### config.mk
export PLATFORM = sky130hd
export DESIGN_NAME = vga_fb_arbiter
export DESIGN_NICKNAME = d
export VERILOG_FILES = /design/src/rtl/vga_pkg.sv /design/src/rtl/vga_fetch_sched.sv /design/src/rtl/vga_fb_arbiter.sv
export SDC_FILE = /design/constraint.sdc
export NUM_CORES = 1
export LEC_CHECK = 0
export BUFFER_PORTS_ARGS = -buffer_cell sky130_fd_sc_hd__buf_2
export CAP_MARGIN = 20
export CORE_ASPECT_RATIO = 1.2
export CORE_UTILIZATION = 42
export DETAILED_ROUTE_END_ITERATION = 8
export PLACE_DENSITY = 0.79
export SYNTH_ARGS = -nofsm -noshare
export SYNTH_HDL_FRONTEND = slang
export SYNTH_HIERARCHICAL = 1
export SYNTH_SLANG_ARGS = --single-unit
### constraint.sdc
create_clock -name clk_25mhz -period 5.1 [get_ports clk_25mhz]
set_clock_uncertainty 0.2 [all_clocks]
set_input_delay 0.51 -clock clk_25mhz [delete_from_list [all_inputs] [get_ports clk_25mhz]]
set_output_delay 0.51 -clock clk_25mhz [all_outputs]
set_load 0.01 [all_outputs]
### src/rtl/vga_pkg.sv
// vga_pkg: 640x480@60 timing constants and framebuffer geometry shared by the VGA blocks
package vga_pkg;
  localparam int H_VISIBLE = 640;
  localparam int H_FRONT = 16;
  localparam int H_SYNC = 96;
  localparam int H_BACK = 48;
  localparam int H_TOTAL = H_VISIBLE + H_FRONT + H_SYNC + H_BACK;
  localparam int V_VISIBLE = 480;
  localparam int V_FRONT = 10;
  localparam int V_SYNC = 2;
  localparam int V_BACK = 33;
  localparam int V_TOTAL = V_VISIBLE + V_FRONT + V_SYNC + V_BACK;
  localparam int PIX_W = 4;
  localparam int WORDS_PER_LINE = H_VISIBLE / 4;
  localparam int ADDR_W = 17;
endpackage

### src/rtl/vga_fetch_sched.sv
// vga_fetch_sched: display fetch slot and word address, two pixel clocks ahead of h_cnt/v_cnt
// Ports: h_cnt/v_cnt in from the timing generator; disp_slot and disp_addr out.
module vga_fetch_sched
  import vga_pkg::*;
(
  input  logic [9:0]        h_cnt,
  input  logic [9:0]        v_cnt,
  output logic              disp_slot,
  output logic [ADDR_W-1:0] disp_addr
);
  logic       wrap;
  logic [9:0] fh;
  logic [9:0] fv;
  always_comb begin
    wrap = h_cnt >= 10'(H_TOTAL - 2);
    fh = wrap ? h_cnt - 10'(H_TOTAL - 2) : h_cnt + 10'd2;
    fv = !wrap ? v_cnt : (v_cnt == 10'(V_TOTAL - 1)) ? 10'd0 : v_cnt + 10'd1;
    // Out-of-range counts never produce a slot, whatever fh/fv happen to wrap to.
    disp_slot = (h_cnt < 10'(H_TOTAL)) && (v_cnt < 10'(V_TOTAL)) && (fh[1:0] == 2'd0)
              && (fh < 10'(H_VISIBLE)) && (fv < 10'(V_VISIBLE));
    disp_addr = ADDR_W'(fv) * ADDR_W'(WORDS_PER_LINE) + ADDR_W'(fh[9:2]);
  end
endmodule

### src/rtl/vga_fb_arbiter.sv
// vga_fb_arbiter: shares one framebuffer RAM between display scan-out (fixed priority) and a host port
// Ports: clk_25mhz/reset; h_cnt/v_cnt/video_on from timing; pixel_out to palette;
// host_* valid/ready request with registered read response; mem_* to the single-port RAM.
module vga_fb_arbiter
  import vga_pkg::*;
(
  input  logic              clk_25mhz,
  input  logic              reset,
  input  logic [9:0]        h_cnt,
  input  logic [9:0]        v_cnt,
  input  logic              video_on,
  output logic [PIX_W-1:0]  pixel_out,
  input  logic              host_valid,
  output logic              host_ready,
  input  logic              host_we,
  input  logic [ADDR_W-1:0] host_addr,
  input  logic [15:0]       host_wdata,
  input  logic [3:0]        host_be,
  output logic              host_rvalid,
  output logic [15:0]       host_rdata,
  output logic              mem_en,
  output logic              mem_we,
  output logic [ADDR_W-1:0] mem_addr,
  output logic [15:0]       mem_wdata,
  output logic [3:0]        mem_be,
  input  logic [15:0]       mem_rdata
);
  logic              disp_slot;
  logic [ADDR_W-1:0] disp_addr;
  logic              slot;
  logic              accept;
  logic              slot_q;
  logic              rvalid_q;
  logic [15:0]       word_q;
  vga_fetch_sched u_sched (
    .h_cnt     (h_cnt),
    .v_cnt     (v_cnt),
    .disp_slot (disp_slot),
    .disp_addr (disp_addr)
  );
  assign slot = disp_slot & ~reset;
  assign host_ready = ~disp_slot & ~reset;
  assign accept = host_valid & host_ready;
  assign mem_en = slot | accept;
  assign mem_we = accept & host_we;
  // Idle address follows the display schedule so it is never X after reset.
  assign mem_addr = accept ? host_addr : disp_addr;
  assign mem_wdata = accept ? host_wdata : 16'h0;
  assign mem_be = accept ? (host_we ? host_be : 4'hF) : slot ? 4'hF : 4'h0;
  // Gating with reset kills a response for a read accepted just before reset.
  assign host_rvalid = rvalid_q & ~reset;
  assign host_rdata = mem_rdata;
  assign pixel_out = (video_on & ~reset) ? word_q[{h_cnt[1:0], 2'b00} +: PIX_W] : '0;
  always_ff @(posedge clk_25mhz) begin
    if (reset) begin
      slot_q <= 1'b0;
      rvalid_q <= 1'b0;
      word_q <= 16'h0;
    end else begin
      slot_q <= disp_slot;
      rvalid_q <= accept & ~host_we;
      if (slot_q) word_q <= mem_rdata;
    end
  end
endmodule
=== Yosys cells after proc, flatten, opt, wreduce, memory -nomap -nowiden ===
Index checks and enable logic that the tools add are counted.

* Add/subtract/negate cells: 4
* Shift operators: 1
* Reductions and logical operators: 5
* Order comparisons: 5
* Eq/ne operators: 1
* Multiply operators: 1
* Bitwise operators: 11
* Muxes and demuxes: 9

{| class="wikitable"
|+ Operator list
! kind !! number
|-
| $lt A10 B10 Y1 const B || 3
|-
| $mux W10 || 3
|-
| $add A17 B8 Y17 || 1
|-
| $mux W17 || 1
|-
| $mux W16 || 1
|-
| $mux W4 || 4
|-
| $shiftx A16 B5 Y4 || 1
|-
| $mul A10 B3 Y12 const B || 1
|-
| $add A10 B1 Y10 const B || 1
|-
| $add A10 B2 Y10 const B || 1
|-
| $eq A10 B10 Y1 const B || 1
|-
| $ge A10 B10 Y1 const B || 1
|-
| $lt A10 B9 Y1 const B || 1
|-
| $sub A10 B10 Y10 const B || 1
|-
| $and A1 B1 Y1 || 7
|-
| $logic_and A1 B1 Y1 || 4
|-
| $not A1 Y1 || 3
|-
| $logic_not A2 Y1 || 1
|-
| $or A1 B1 Y1 || 1
|}

* Word-level logic and storage cells: 40
* Register bits: 18
* Output and inout bits: 61

=== Longest topological paths before layout ===
* Depth after elaboration: 10
* Gate-level depth with buffers: 19
* Depth with buffers taken out: 18

=== Hierarchy ===
The synthesis kept the hierarchy.

{| class="wikitable"
|+ Modules (own cells, without submodules)
! module !! cells an instance !! times used !! seq. area each (um^2) !! area each (um^2)
|-
| vga_fetch_sched || 189 || 1 || 0.0 || 1,347.5
|-
| vga_fb_arbiter || 138 || 1 || 360.3 || 1,261.2
|}

=== Least setup slack after synthesis ===
OpenSTA, ideal clock, no wires.

* Kind: input to output
* Start point: in h_cnt[1]
* End point: out mem_addr[16]
* Stages on the path: 16
* Arrival: 4,292 ps
* Slack: 98 ps
* Cell sequence: ha_1 nand3_1 o221ai_1 and2_1 clkbuf_1 nand2_1 o31ai_1 ha_1 ha_1 a211o_1 a211o_1 a221oi_4 nand4_2 nor4b_2 xnor3_1 mux2_2

* Elaborated cells on any way between the ends: 19
* Classes of those cells: add/sub: 3; mul: 1; order compare: 4; mux: 3; bitwise: 3; reduce/logical: 5

{| class="wikitable"
|+ RTL lines
! element !! line !! RTL
|-
| start: declaration || vga_fb_arbiter.sv:9 || <nowiki>input logic [9:0] h_cnt,</nowiki>
|-
| $ge A10 B10 Y1 || vga_fetch_sched.sv:15 || <nowiki>wrap = h_cnt >= 10'(H_TOTAL - 2);</nowiki>
|-
| $mux W10 || vga_fetch_sched.sv:17 || <nowiki>fv = !wrap ? v_cnt : (v_cnt == 10'(V_TOTAL - 1)) ? 10'd0 : v_cnt + 10'd1;</nowiki>
|-
| $mul A10 B3 Y12 || vga_fetch_sched.sv:21 || <nowiki>disp_addr = ADDR_W'(fv) * ADDR_W'(WORDS_PER_LINE) + ADDR_W'(fh[9:2]);</nowiki>
|-
| $add A17 B8 Y17 * || vga_fetch_sched.sv:21 ||
|-
| via disp_addr[16] || vga_fb_arbiter.sv:29 || <nowiki>logic [ADDR_W-1:0] disp_addr;</nowiki>
|-
| $mux W17 * || vga_fb_arbiter.sv:47 || <nowiki>assign mem_addr = accept ? host_addr : disp_addr;</nowiki>
|-
| end: declaration || vga_fb_arbiter.sv:23 || <nowiki>output logic [ADDR_W-1:0] mem_addr,</nowiki>
|}

The timed path passes the listed nets; every way through them passes the cells marked *.

=== Worst setup path in the final report ===
* Start point: in v_cnt[5]
* End point: out mem_addr[16]

* Elaborated cells on any way between the ends: 16
* Classes of those cells: add/sub: 2; mul: 1; order compare: 2; eq/ne: 1; mux: 3; bitwise: 3; reduce/logical: 4

{| class="wikitable"
|+ RTL lines
! element !! line !! RTL
|-
| start: declaration || vga_fb_arbiter.sv:10 || <nowiki>input logic [9:0] v_cnt,</nowiki>
|-
| $add A10 B1 Y10 / $eq A10 B10 Y1 (equally long branches) || vga_fetch_sched.sv:17 ||
|-
| $mux W10 || vga_fetch_sched.sv:17 ||
|-
| $mux W10 * || vga_fetch_sched.sv:17 ||
|-
| $mul A10 B3 Y12 * || vga_fetch_sched.sv:21 ||
|-
| $add A17 B8 Y17 * || vga_fetch_sched.sv:21 ||
|-
| via disp_addr[16] || vga_fb_arbiter.sv:29 ||
|-
| $mux W17 * || vga_fb_arbiter.sv:47 ||
|}

Marks and branches as above.

==> qor.tcl <==
set qor(layout.cells.most_common_list) {sky130_fd_sc_hd__buf_2, sky130_fd_sc_hd__nor2_1, sky130_fd_sc_hd__buf_4}
set qor(floorplan.core_area_mm2) 0.00601
set qor(post_dp_area_mm2) 0.00341
set qor(worst-path-stages) 14
set qor(clk_pwr_share) 0.179
set qor(first_pass_grt_wire_length_um) 10100
set qor(min_path_cells) 2
set qor(floorplan.die.width_um) 73.9
set qor(fin_cells) 554
set qor(synth_area_leader_cell) {sky130_fd_sc_hd__dfxtp_1}
set qor(min_period_ns) 4.94
set qor(power.static_leakage_nw) 1.78
set qor(crit_arrival_ns) 4.23
set qor(grt_start_max_net_pins) 24
set qor(num_rows) 31
set qor(drive_gt1_frac) 0.458
set qor(drt-initial-drc-count) 127
set qor(power-per-cell-area_mw_per_mm2) 170
set qor(ys_warn_count) 6
set qor(cap_violations) 0
set qor(postSynth.topFlopCell) {sky130_fd_sc_hd__dfxtp_1}
set qor(clkTransAtPathRegs_ns) 0.06
set qor(synthesis.instances) 327
set qor(timing.critical_path.slowest_cell_delay_ns) 0.41
set qor(synth_area_per_cell_um2) 7.98
set qor(boundaryPins) 139
set qor(ir_drop_v) 0.000107
set qor(crit_required_ns) 4.39
set qor(avgRoutedWirePerCell_um) 12.3
set qor(crit_chain) {buf_2 > nor3_1 > nand3_1 > a31o_2 > ha_1 > ha_1 > a211o_1 > a211o_1 > a221oi_4 > nand4_2 > nor4b_2 > xnor3_1 > mux2_2 > buf_2}
set qor(clk_latency_ns) 0.24
set qor(synth-edff-count) 0
set qor(netlist_area_mm2) 0.00261
set qor(totalWireLength_um) 6790
set qor(port-buffer-count) 138
set qor(die_height_um) 88.3
set qor(layout_worst_path_cycle_share) 0.970
set qor(place_inst) 544
set qor(status) {completed}
set qor(max_slew.worst_pin.slew_ns) 0.875
set qor(p_total_mw) 0.619
set qor(slew_viol_final) 0
set qor(worstSetupStartpointType) {primary input}
set qor(layout_commonest_cell) {sky130_fd_sc_hd__buf_2}
set qor(dp.final_hpwl_um) 5530
set qor(worstSetupEndpointType) {output pin}
set qor(nNetsFinal) 575
set qor(hold_buffers) 0
set qor(clock-root-buffer) {sky130_fd_sc_hd__clkbuf_8}
set qor(timing_hold_violations_final) 0
set qor(synth_fp_nets) 429
set qor(critical_path_buf_inv_count) 2
set qor(hold_path_class) {flip-flop to flip-flop}
set qor(antennaDiodeCount) 0
set qor(switching_share) 0.359
set qor(detailedRoute.firstPassIterationCount) 4
set qor(gpl.final_weighted_congestion) 0.933
set qor(cts_buffers) 3
set qor(ys_seq_area_frac) 0.138
set qor(first_global_vias) 2483
set qor(synth.ff_latch_count) 18
set qor(ff2ff_path_depth) 2
set qor(timing.final.setup_violations) 0
set qor(share_comb_of_total_power) 0.591
set qor(critPathMaxFanout) 5
set qor(area.growth.synth_to_final_pct) 39.3
set qor(synth_top_area_cells) {sky130_fd_sc_hd__dfxtp_1, sky130_fd_sc_hd__ha_1, sky130_fd_sc_hd__mux2i_1, sky130_fd_sc_hd__mux2_2, sky130_fd_sc_hd__buf_4}
set qor(design_area_mm2) 0.00363
set qor(grt_overflow_total) 0
set qor(achievable-frequency_mhz) 202
set qor(routed_via_density) 5.14
set qor(netlist.area_leader.share) 0.138
set qor(critical-path-slowest-cell) {sky130_fd_sc_hd__nor3_1}
set qor(ys_async_sr_fraction) 0
set qor(clk_path_buf_depth) 2
set qor(pwr-share-seq) 0.230
set qor(clkSinkCount) 18
set qor(die_area_mm2) 0.00653
set qor(grt_usage) 0.190
set qor(intPower_mw) 0.397
set qor(tritoncts) {built}
set qor(count_of_different_cell_masters_after_synthesis) 52
set qor(initial_utilization) 0.434
set qor(timing_worst_setup_path_type) {primary input to output pin}
set qor(switchingPower_mw) 0.222
set qor(h_tree_level_count) 1
set qor(grt_antenna_before_repair) 0
set qor(slew_headroom) 0.416
set qor(detail_route.drc_violations) 0
set qor(antenna_violating_nets_remaining) 0
set qor(critical-path-top-delay-family) {compound AO/OA/AOI/OAI gates}
set qor(vias) 2846
-- path summary, 6_finish.rpt --
kind,slack [ns],from,end
max,0.16,v_cnt[5],mem_addr[16]
min,0.29,word_q[7],word_q[7]
max reg2reg,3.55,slot_q,word_q[14]
min reg2reg,0.29,word_q[7],word_q[7]
-- through the flow --
step                      TNS [ns]  hold slack, ns  worst slack (ns)   util
after floorplan                  0           0.260            0.0982      -
after global placement           0           0.273            0.0656  0.567
after detailed placement   -0.0932           0.282           -0.0932  0.567
after CTS                        0           0.289            0.0366  0.578
after global routing       -0.0208           0.300           -0.0208  0.605
final                            0           0.293             0.155  0.605
-- sequential cells by signal, summed over array words and instances (netlist names) --
signal / cells
rvalid_q: 1
word_q: 16
slot_q: 1
-- layer usage --
metal  global-route usage  part of all wire
met4               0.0455            0.0078
met2                0.381              0.52
met3              0.00683             0.045
met1                0.215              0.43
met5                    0                 0
-- final cells by class --
class | instances | area (um2)
Tap cell | 82 | 103
Inverter | 22 | 82.6
Multi-Input combinational cell | 259 | 2100
Fill cell | 525 | 2380
Sequential cell | 18 | 360
Timing Repair Buffer | 169 | 936
Clock buffer | 4 | 55.1
-- tightest hold or removal path, stage by stage (launching register included) --
cell and delay, ns:
sky130_fd_sc_hd__dfxtp_1 0.32, sky130_fd_sc_hd__mux2i_1 0.06, sky130_fd_sc_hd__nor2_1 0.07
-- timing repair --
item                       CTS  global route
pin swaps                    0            13
resized for setup            3            24
buffers inserted             0             6
setup endpoints to repair    1             2
-- power by group through the flow --
stage	Combinational [mW]	Sequential, mW	Clock (mW)
after floorplan	0.224	0.145	0
after global placement	0.336	0.146	0
after detailed placement	0.342	0.146	0
after CTS	0.345	0.143	0.113
after global routing	0.404	0.143	0.118
final	0.366	0.143	0.111
-- synth_stat cells, types with 3 or more instances --
cell type,n
sky130_fd_sc_hd__o211ai_1,5
sky130_fd_sc_hd__xor2_1,5
sky130_fd_sc_hd__nand2_1,17
sky130_fd_sc_hd__a21oi_1,8
sky130_fd_sc_hd__dfxtp_1,18
sky130_fd_sc_hd__xnor2_1,14
sky130_fd_sc_hd__nor2b_1,5
sky130_fd_sc_hd__a211o_1,3
sky130_fd_sc_hd__and3_1,6
sky130_fd_sc_hd__inv_1,22
sky130_fd_sc_hd__nand3_1,9
sky130_fd_sc_hd__o21ai_0,10
sky130_fd_sc_hd__nand4_1,6
sky130_fd_sc_hd__nor2_1,31
sky130_fd_sc_hd__nor3_1,8
sky130_fd_sc_hd__buf_4,20
sky130_fd_sc_hd__ha_1,22
sky130_fd_sc_hd__a21o_1,4
sky130_fd_sc_hd__a31oi_1,5
sky130_fd_sc_hd__mux2i_1,25
sky130_fd_sc_hd__o31ai_1,3
sky130_fd_sc_hd__and2_1,21
sky130_fd_sc_hd__mux2_2,17
sky130_fd_sc_hd__o22ai_1,4
sky130_fd_sc_hd__buf_2,6
sky130_fd_sc_hd__o21a_1,3
-- logic make-up after synthesis --
logic type      count (synthesis)  share of synthesized area
fa+ha+maj                      24                      0.121
xor+xnor                       20                     0.0724
simple gates                  115                      0.236
buf+inv                        50                      0.104
flops                          18                      0.138
compound gates                 58                      0.159
mux                            42                      0.169
Power figures use the tool's default switching activity.
